<file path="src/rtl/rgmii_tx_arbiter.sv">
// Round-robin, frame-atomic arbiter feeding the RGMII MAC transmit AXI-stream.
// Enforces an inter-frame idle gap and truncates/aborts frames longer than MAX_LEN.
module rgmii_tx_arbiter #(
  parameter int NUM_PORTS  = 2,
  parameter int MAX_LEN    = 1518,
  parameter int IFG_CYCLES = 4,
  parameter int LEN_W      = $clog2(MAX_LEN + 1)
) (
  input  logic                   clk,
  input  logic                   rst,
  input  logic [8*NUM_PORTS-1:0] s_axis_tdata,
  input  logic [NUM_PORTS-1:0]   s_axis_tvalid,
  input  logic [NUM_PORTS-1:0]   s_axis_tlast,
  input  logic [NUM_PORTS-1:0]   s_axis_tuser,
  output logic [NUM_PORTS-1:0]   s_axis_tready,
  output logic [7:0]             m_axis_tdata,
  output logic                   m_axis_tvalid,
  output logic                   m_axis_tlast,
  output logic                   m_axis_tuser,
  input  logic                   m_axis_tready,
  output logic                   grant_valid,
  output logic [2:0]             grant_idx,
  output logic                   frame_done,
  output logic                   frame_trunc
);

  localparam int GAP_W = (IFG_CYCLES > 1) ? $clog2(IFG_CYCLES) : 1;

  typedef enum logic [1:0] {IDLE, ACTIVE, DRAIN, GAP} state_t;

  localparam state_t END_STATE = (IFG_CYCLES == 0) ? IDLE : GAP;

  state_t           state_q, state_d;
  logic [LEN_W-1:0] byte_cnt_q, byte_cnt_d;
  logic [GAP_W-1:0] gap_cnt_q, gap_cnt_d;
  logic [2:0]       grant_idx_q, grant_idx_d;
  logic [2:0]       last_grant_q, last_grant_d;

  // Ports are padded to 8 so a 3-bit index can select any of them.
  logic [7:0]  valid_pad, last_pad, user_pad, ready_pad;
  logic [63:0] data_pad;
  logic [7:0]  sel_data;
  logic        sel_valid, sel_last, sel_user, at_max;
  logic [3:0]  cand;
  logic        found;
  logic [2:0]  winner;

  always_comb begin
    valid_pad = 8'(s_axis_tvalid);
    last_pad  = 8'(s_axis_tlast);
    user_pad  = 8'(s_axis_tuser);
    data_pad  = 64'(s_axis_tdata);
    sel_valid = valid_pad[grant_idx_q];
    sel_last  = last_pad[grant_idx_q];
    sel_user  = user_pad[grant_idx_q];
    sel_data  = data_pad[{grant_idx_q, 3'b000} +: 8];
    at_max    = (byte_cnt_q == LEN_W'(MAX_LEN - 1));
  end

  // Round-robin search starting just after the most recent winner.
  always_comb begin
    found  = 1'b0;
    winner = last_grant_q;
    cand   = '0;
    for (int k = 1; k <= NUM_PORTS; k++) begin
      cand = {1'b0, last_grant_q} + 4'(k);
      if (cand >= 4'(NUM_PORTS)) cand = cand - 4'(NUM_PORTS);
      if (!found && valid_pad[cand[2:0]]) begin
        found  = 1'b1;
        winner = cand[2:0];
      end
    end
  end

  always_comb begin
    m_axis_tdata  = sel_data;
    m_axis_tvalid = 1'b0;
    m_axis_tlast  = 1'b0;
    m_axis_tuser  = 1'b0;
    ready_pad     = '0;
    frame_done    = 1'b0;
    frame_trunc   = 1'b0;
    case (state_q)
      ACTIVE: begin
        m_axis_tvalid          = sel_valid;
        m_axis_tlast           = sel_last | at_max;
        m_axis_tuser           = sel_user | (at_max & ~sel_last);
        ready_pad[grant_idx_q] = m_axis_tready;
        frame_done             = sel_valid & m_axis_tready & (sel_last | at_max);
        frame_trunc            = sel_valid & m_axis_tready & at_max & ~sel_last;
      end
      DRAIN:   ready_pad[grant_idx_q] = 1'b1;
      default: ;
    endcase
    s_axis_tready = ready_pad[NUM_PORTS-1:0];
    grant_valid   = (state_q == ACTIVE) || (state_q == DRAIN);
    grant_idx     = grant_idx_q;
  end

  always_comb begin
    state_d      = state_q;
    byte_cnt_d   = byte_cnt_q;
    gap_cnt_d    = gap_cnt_q;
    grant_idx_d  = grant_idx_q;
    last_grant_d = last_grant_q;
    case (state_q)
      IDLE: begin
        if (found) begin
          grant_idx_d  = winner;
          last_grant_d = winner;
          byte_cnt_d   = '0;
          state_d      = ACTIVE;
        end
      end
      ACTIVE: begin
        if (sel_valid && m_axis_tready) begin
          if (byte_cnt_q != LEN_W'(MAX_LEN)) byte_cnt_d = byte_cnt_q + LEN_W'(1);
          if (sel_last) begin
            state_d   = END_STATE;
            gap_cnt_d = '0;
          end else if (at_max) begin
            state_d = DRAIN;
          end
        end
      end
      DRAIN: begin
        // Overlong tail is swallowed until the source finishes its frame.
        if (sel_valid && sel_last) begin
          state_d   = END_STATE;
          gap_cnt_d = '0;
        end
      end
      GAP: begin
        if (gap_cnt_q == GAP_W'(IFG_CYCLES - 1)) state_d = IDLE;
        else gap_cnt_d = gap_cnt_q + GAP_W'(1);
      end
      default: state_d = IDLE;
    endcase
  end

  always_ff @(posedge clk) begin
    if (rst) begin
      state_q      <= IDLE;
      byte_cnt_q   <= '0;
      gap_cnt_q    <= '0;
      grant_idx_q  <= '0;
      last_grant_q <= 3'(NUM_PORTS - 1);
    end else begin
      state_q      <= state_d;
      byte_cnt_q   <= byte_cnt_d;
      gap_cnt_q    <= gap_cnt_d;
      grant_idx_q  <= grant_idx_d;
      last_grant_q <= last_grant_d;
    end
  end

endmodule

</file>
<file path="config.mk">
export PLATFORM = sky130hd
export DESIGN_NAME = rgmii_tx_arbiter
export DESIGN_NICKNAME = d
export VERILOG_FILES = /design/src/rtl/rgmii_tx_arbiter.sv
export SDC_FILE = /design/constraint.sdc
export NUM_CORES = 1
export LEC_CHECK = 0
export ABC_AREA = 1
export CAP_MARGIN = 5
export CORE_MARGIN = 2
export CORE_UTILIZATION = 49
export CTS_CLUSTER_DIAMETER = 80
export CTS_CLUSTER_SIZE = 24
export DETAILED_ROUTE_END_ITERATION = 8
export MAX_ROUTING_LAYER = met4
export PLACE_DENSITY = 0.86
export SYNTH_ARGS = -nofsm -noshare
export SYNTH_HDL_FRONTEND = slang
export SYNTH_SLANG_ARGS = --single-unit
</file>
<file path="constraint.sdc">
create_clock -name clk -period 2.08 [get_ports clk]
set_input_delay 0.312 -clock clk [delete_from_list [all_inputs] [get_ports clk]]
set_output_delay 0.312 -clock clk [all_outputs]
set_load 0.01 [all_outputs]
</file>
==> results.yml <==
timing:
  slew_headroom_pct: 83.1
  finalCriticalPeriod_ps: 2000
  setup_viol: 0
  drv_slew: 0
  period_share_pct: 96.2
  hold_viol: 0
  fin_ws_ps: 78.5
  whs_ps: 522
  tightest_slew_ps: 253
  finalClockSkew_ps: 2.78
  max_freq_mhz: 500
pwr:
  p_clk_share_pct: 10.4
  leakagePower_nw: 1.07
  p_int_w: 0.000982
  seq_power_share_pct: 23.8
  power_frac_comb_pct: 65.8
  p_total_w: 0.00188
  swShare_pct: 47.7
  vdd_drop_max_uv: 771
  p_switching_w: 0.000897
  power_density_nw_per_um2: 809
global_route:
  first_global_vias: 1911
  antenna_found_initial: 0
  track_usage_pct: 26.5
  grt_pass1_wl_mm: 8.38
  grt_max_degree: 13
  grt_overflow: 0
floorplanning:
  die-area_um2: 3880
  pin_count: 44
  die_h_um: 62.3
  initial_core_util_pct: 50.6
  rows: 21
  core_um2: 3280
  die_w_um: 62.3
placement:
  place_inst: 378
  port_buffers: 43
  dp_slack_ps: -137
  gp_congestion: 0.903
  post_dp_cell_area_um2: 2250
  dp_hpwl_mm: 3.61
worst_setup_path:
  rr_endpoint: "byte_cnt_q[10]"
  critPathLaunchType: "register"
  reg2reg_from: "grant_idx[1]"
  cpPeakStageDelay_ps: 530
  path_cells: "inv_1 -> ha_1 -> buf_4 -> clkdlybuf4s50_1"
  crit_start: "state_q[0]"
  worstSetupEndpointType: "primary output"
  r2r_setup_slack_ps: 270
  crit_slowest_cell: "clkdlybuf4s50_1"
  crit_fanout: 4
  critPathCapture: "grant_valid"
  crit_type: "reg -> out"
  crit_required_ps: 1770
  worstRegToRegCells: 11
  arrival_ps: 1690
yosys:
  synthArstFlopShare_pct: 0
  netlist_instances: 278
  synth_edf_count: 0
  syn-num-nets: 318
  synth_top_area_cell: "dfxtp_1"
  ys_warn_count: 0
  yosys_most_used_dff: "dfxtp_1"
  synth_area_leaders: "dfxtp_1, nand2_1, ha_1"
  yosysUniqueCellTypes: 27
  syn_avg_cell_area_um2: 5.98
  synth_top_area_share_pct: 22.9
  netlist_area_um2: 1660
  synth_seq_area_share_pct: 22.9
  ys_ff_latch: 19
layout:
  fin_nets: 379
  final_area_um2: 2320
  fin_cells: 384
  fillCellCount: 270
  diodes: 0
  drive_above_1_share_pct: 13.6
  area_delta_synth_final_pct: 39.7
drt:
  drt_wl_total_mm: 4.81
  drc: 0
  first_iter_violations: 97
  vias: 1998
  antenna_left: 0
  vias_per_cell: 5.20
  drt-pass1-iter-count: 4
  wl_per_cell_um: 12.5
clocking:
  cts.htree.levels: 1
  root_buffer: "clkbuf_4"
  clkTransAtPathRegs_ps: 110
  cts_made_buffers: 3
  tritoncts: "done"
  clock_latency_ps: 300
  cts.sinks: 19
  clockBufferDepth: 2
min_path:
  min_path_type: "reg -> reg"
status:
  status: "completed"
run:
  drv_cap: 0
==> cell type report <==
| cell class | instances | area, um^2 | area share (%) |
|---|---|---|---|
| multi-input combinational | 216 | 1130 | 48.5 |
| timing repair buffer | 64 | 587 | 25.3 |
| sequential | 19 | 393 | 16.9 |
| inverter | 35 | 131 | 5.66 |
| tap | 46 | 57.6 | 2.48 |
| clock buffer | 4 | 26.3 | 1.13 |
==> worst min path at each step <==
stage	startpoint	to	slack [ps]	cells past startpoint
after global placement	byte_cnt_q[10]	byte_cnt_q[10]	490	2
after global routing	byte_cnt_q[3]	byte_cnt_q[3]	550	2
after CTS	byte_cnt_q[3]	byte_cnt_q[3]	520	2
final	byte_cnt_q[3]	byte_cnt_q[3]	520	2
after floorplan	byte_cnt_q[10]	byte_cnt_q[10]	470	2
after detailed placement	byte_cnt_q[10]	byte_cnt_q[10]	520	2
==> timing repair <==
action,in CTS,in global routing
resized for setup,16,15
hold buffers,0,0
hold endpoints to repair,0,0
setup buffers,1,1
endpoints found under the setup margin,14,23
cloned,0,0
pin swaps,1,1
==> through the flow <==
step | setup TNS (ps) | util [%]
finish | 0 | 70.7
floorplan | 0 | -
global placement | -271 | 68.5
global route | -11.0 | 70.7
CTS | 0 | 69.8
detailed placement | -302 | 68.5
==> cells in the final DEF, fill, tap and decap left out, types with 2 or more instances in the layout <==
| master | count |
|---|---|
| dfxtp_1 | 13 |
| nor2_2 | 3 |
| nand4_1 | 8 |
| xor2_1 | 3 |
| dlymetal6s2s_1 | 6 |
| dlygate4sd2_1 | 5 |
| nor3_1 | 7 |
| a21oi_1 | 20 |
| o21ai_0 | 12 |
| nand2_1 | 67 |
| ha_1 | 14 |
| clkbuf_2 | 2 |
| clkdlybuf4s50_1 | 30 |
| nand3_2 | 2 |
| nor2_1 | 45 |
| inv_2 | 3 |
| clkbuf_4 | 3 |
| buf_4 | 21 |
| nand3_1 | 21 |
| nand2_2 | 3 |
| dfxtp_4 | 2 |
| dfxtp_2 | 4 |
| inv_1 | 32 |
| o21bai_1 | 2 |
==> synth_stat cells, types with 3 or more instances <==
library cell  count
nor2_2            4
nand3_1          22
a21oi_1          20
xor2_1            3
inv_1            33
clkbuf_1          4
nor2_1           45
nand4_1           8
nand2_2           3
o21ai_0          12
nor3_1            7
dfxtp_1          19
nand2_1          67
ha_1             15
==> kinds of logic after synthesis <==
group           synth area share (%)
compound gates                  11.0
xor+xnor                        2.11
fa+ha+maj                       11.3
buf+inv                         10.5
flops                           22.9
simple gates                    42.3
==> sequential cells by signal, indices dropped and copies added (netlist names) <==
| name | cells |
|---|---|
| byte_cnt_q | 11 |
| grant_idx | 3 |
| gap_cnt_q | 2 |
| state_q | 2 |
| last_grant_q | 1 |
==> worst max-delay path, delay by kind of cell (launching register included) <==
family / cells / cell delay (ps)
DFF: 1 / 350
buffers and inverters: 3 / 730
adders and majority gates: 1 / 310
==> power groups by stage <==
stage                     Sequential [W]  Clock, W  Combinational, W
after floorplan                 0.000460         0          0.000749
after global placement          0.000453         0           0.00119
after detailed placement        0.000455         0           0.00121
after CTS                       0.000446  0.000203           0.00121
after global routing            0.000455  0.000215           0.00137
final                           0.000447  0.000195           0.00124
==> per-layer routing <==
layer | vias up | wire length, um | global-route usage [%]
met5 | - | 0 | -
met1 | 884 | 2070 | 33.4
li1 | 1011 | - | -
met3 | 6 | 390 | 4.17
met2 | 97 | 2300 | 43.3
met4 | 0 | 47 | 9.44
(Power assumes the default switching activity.)
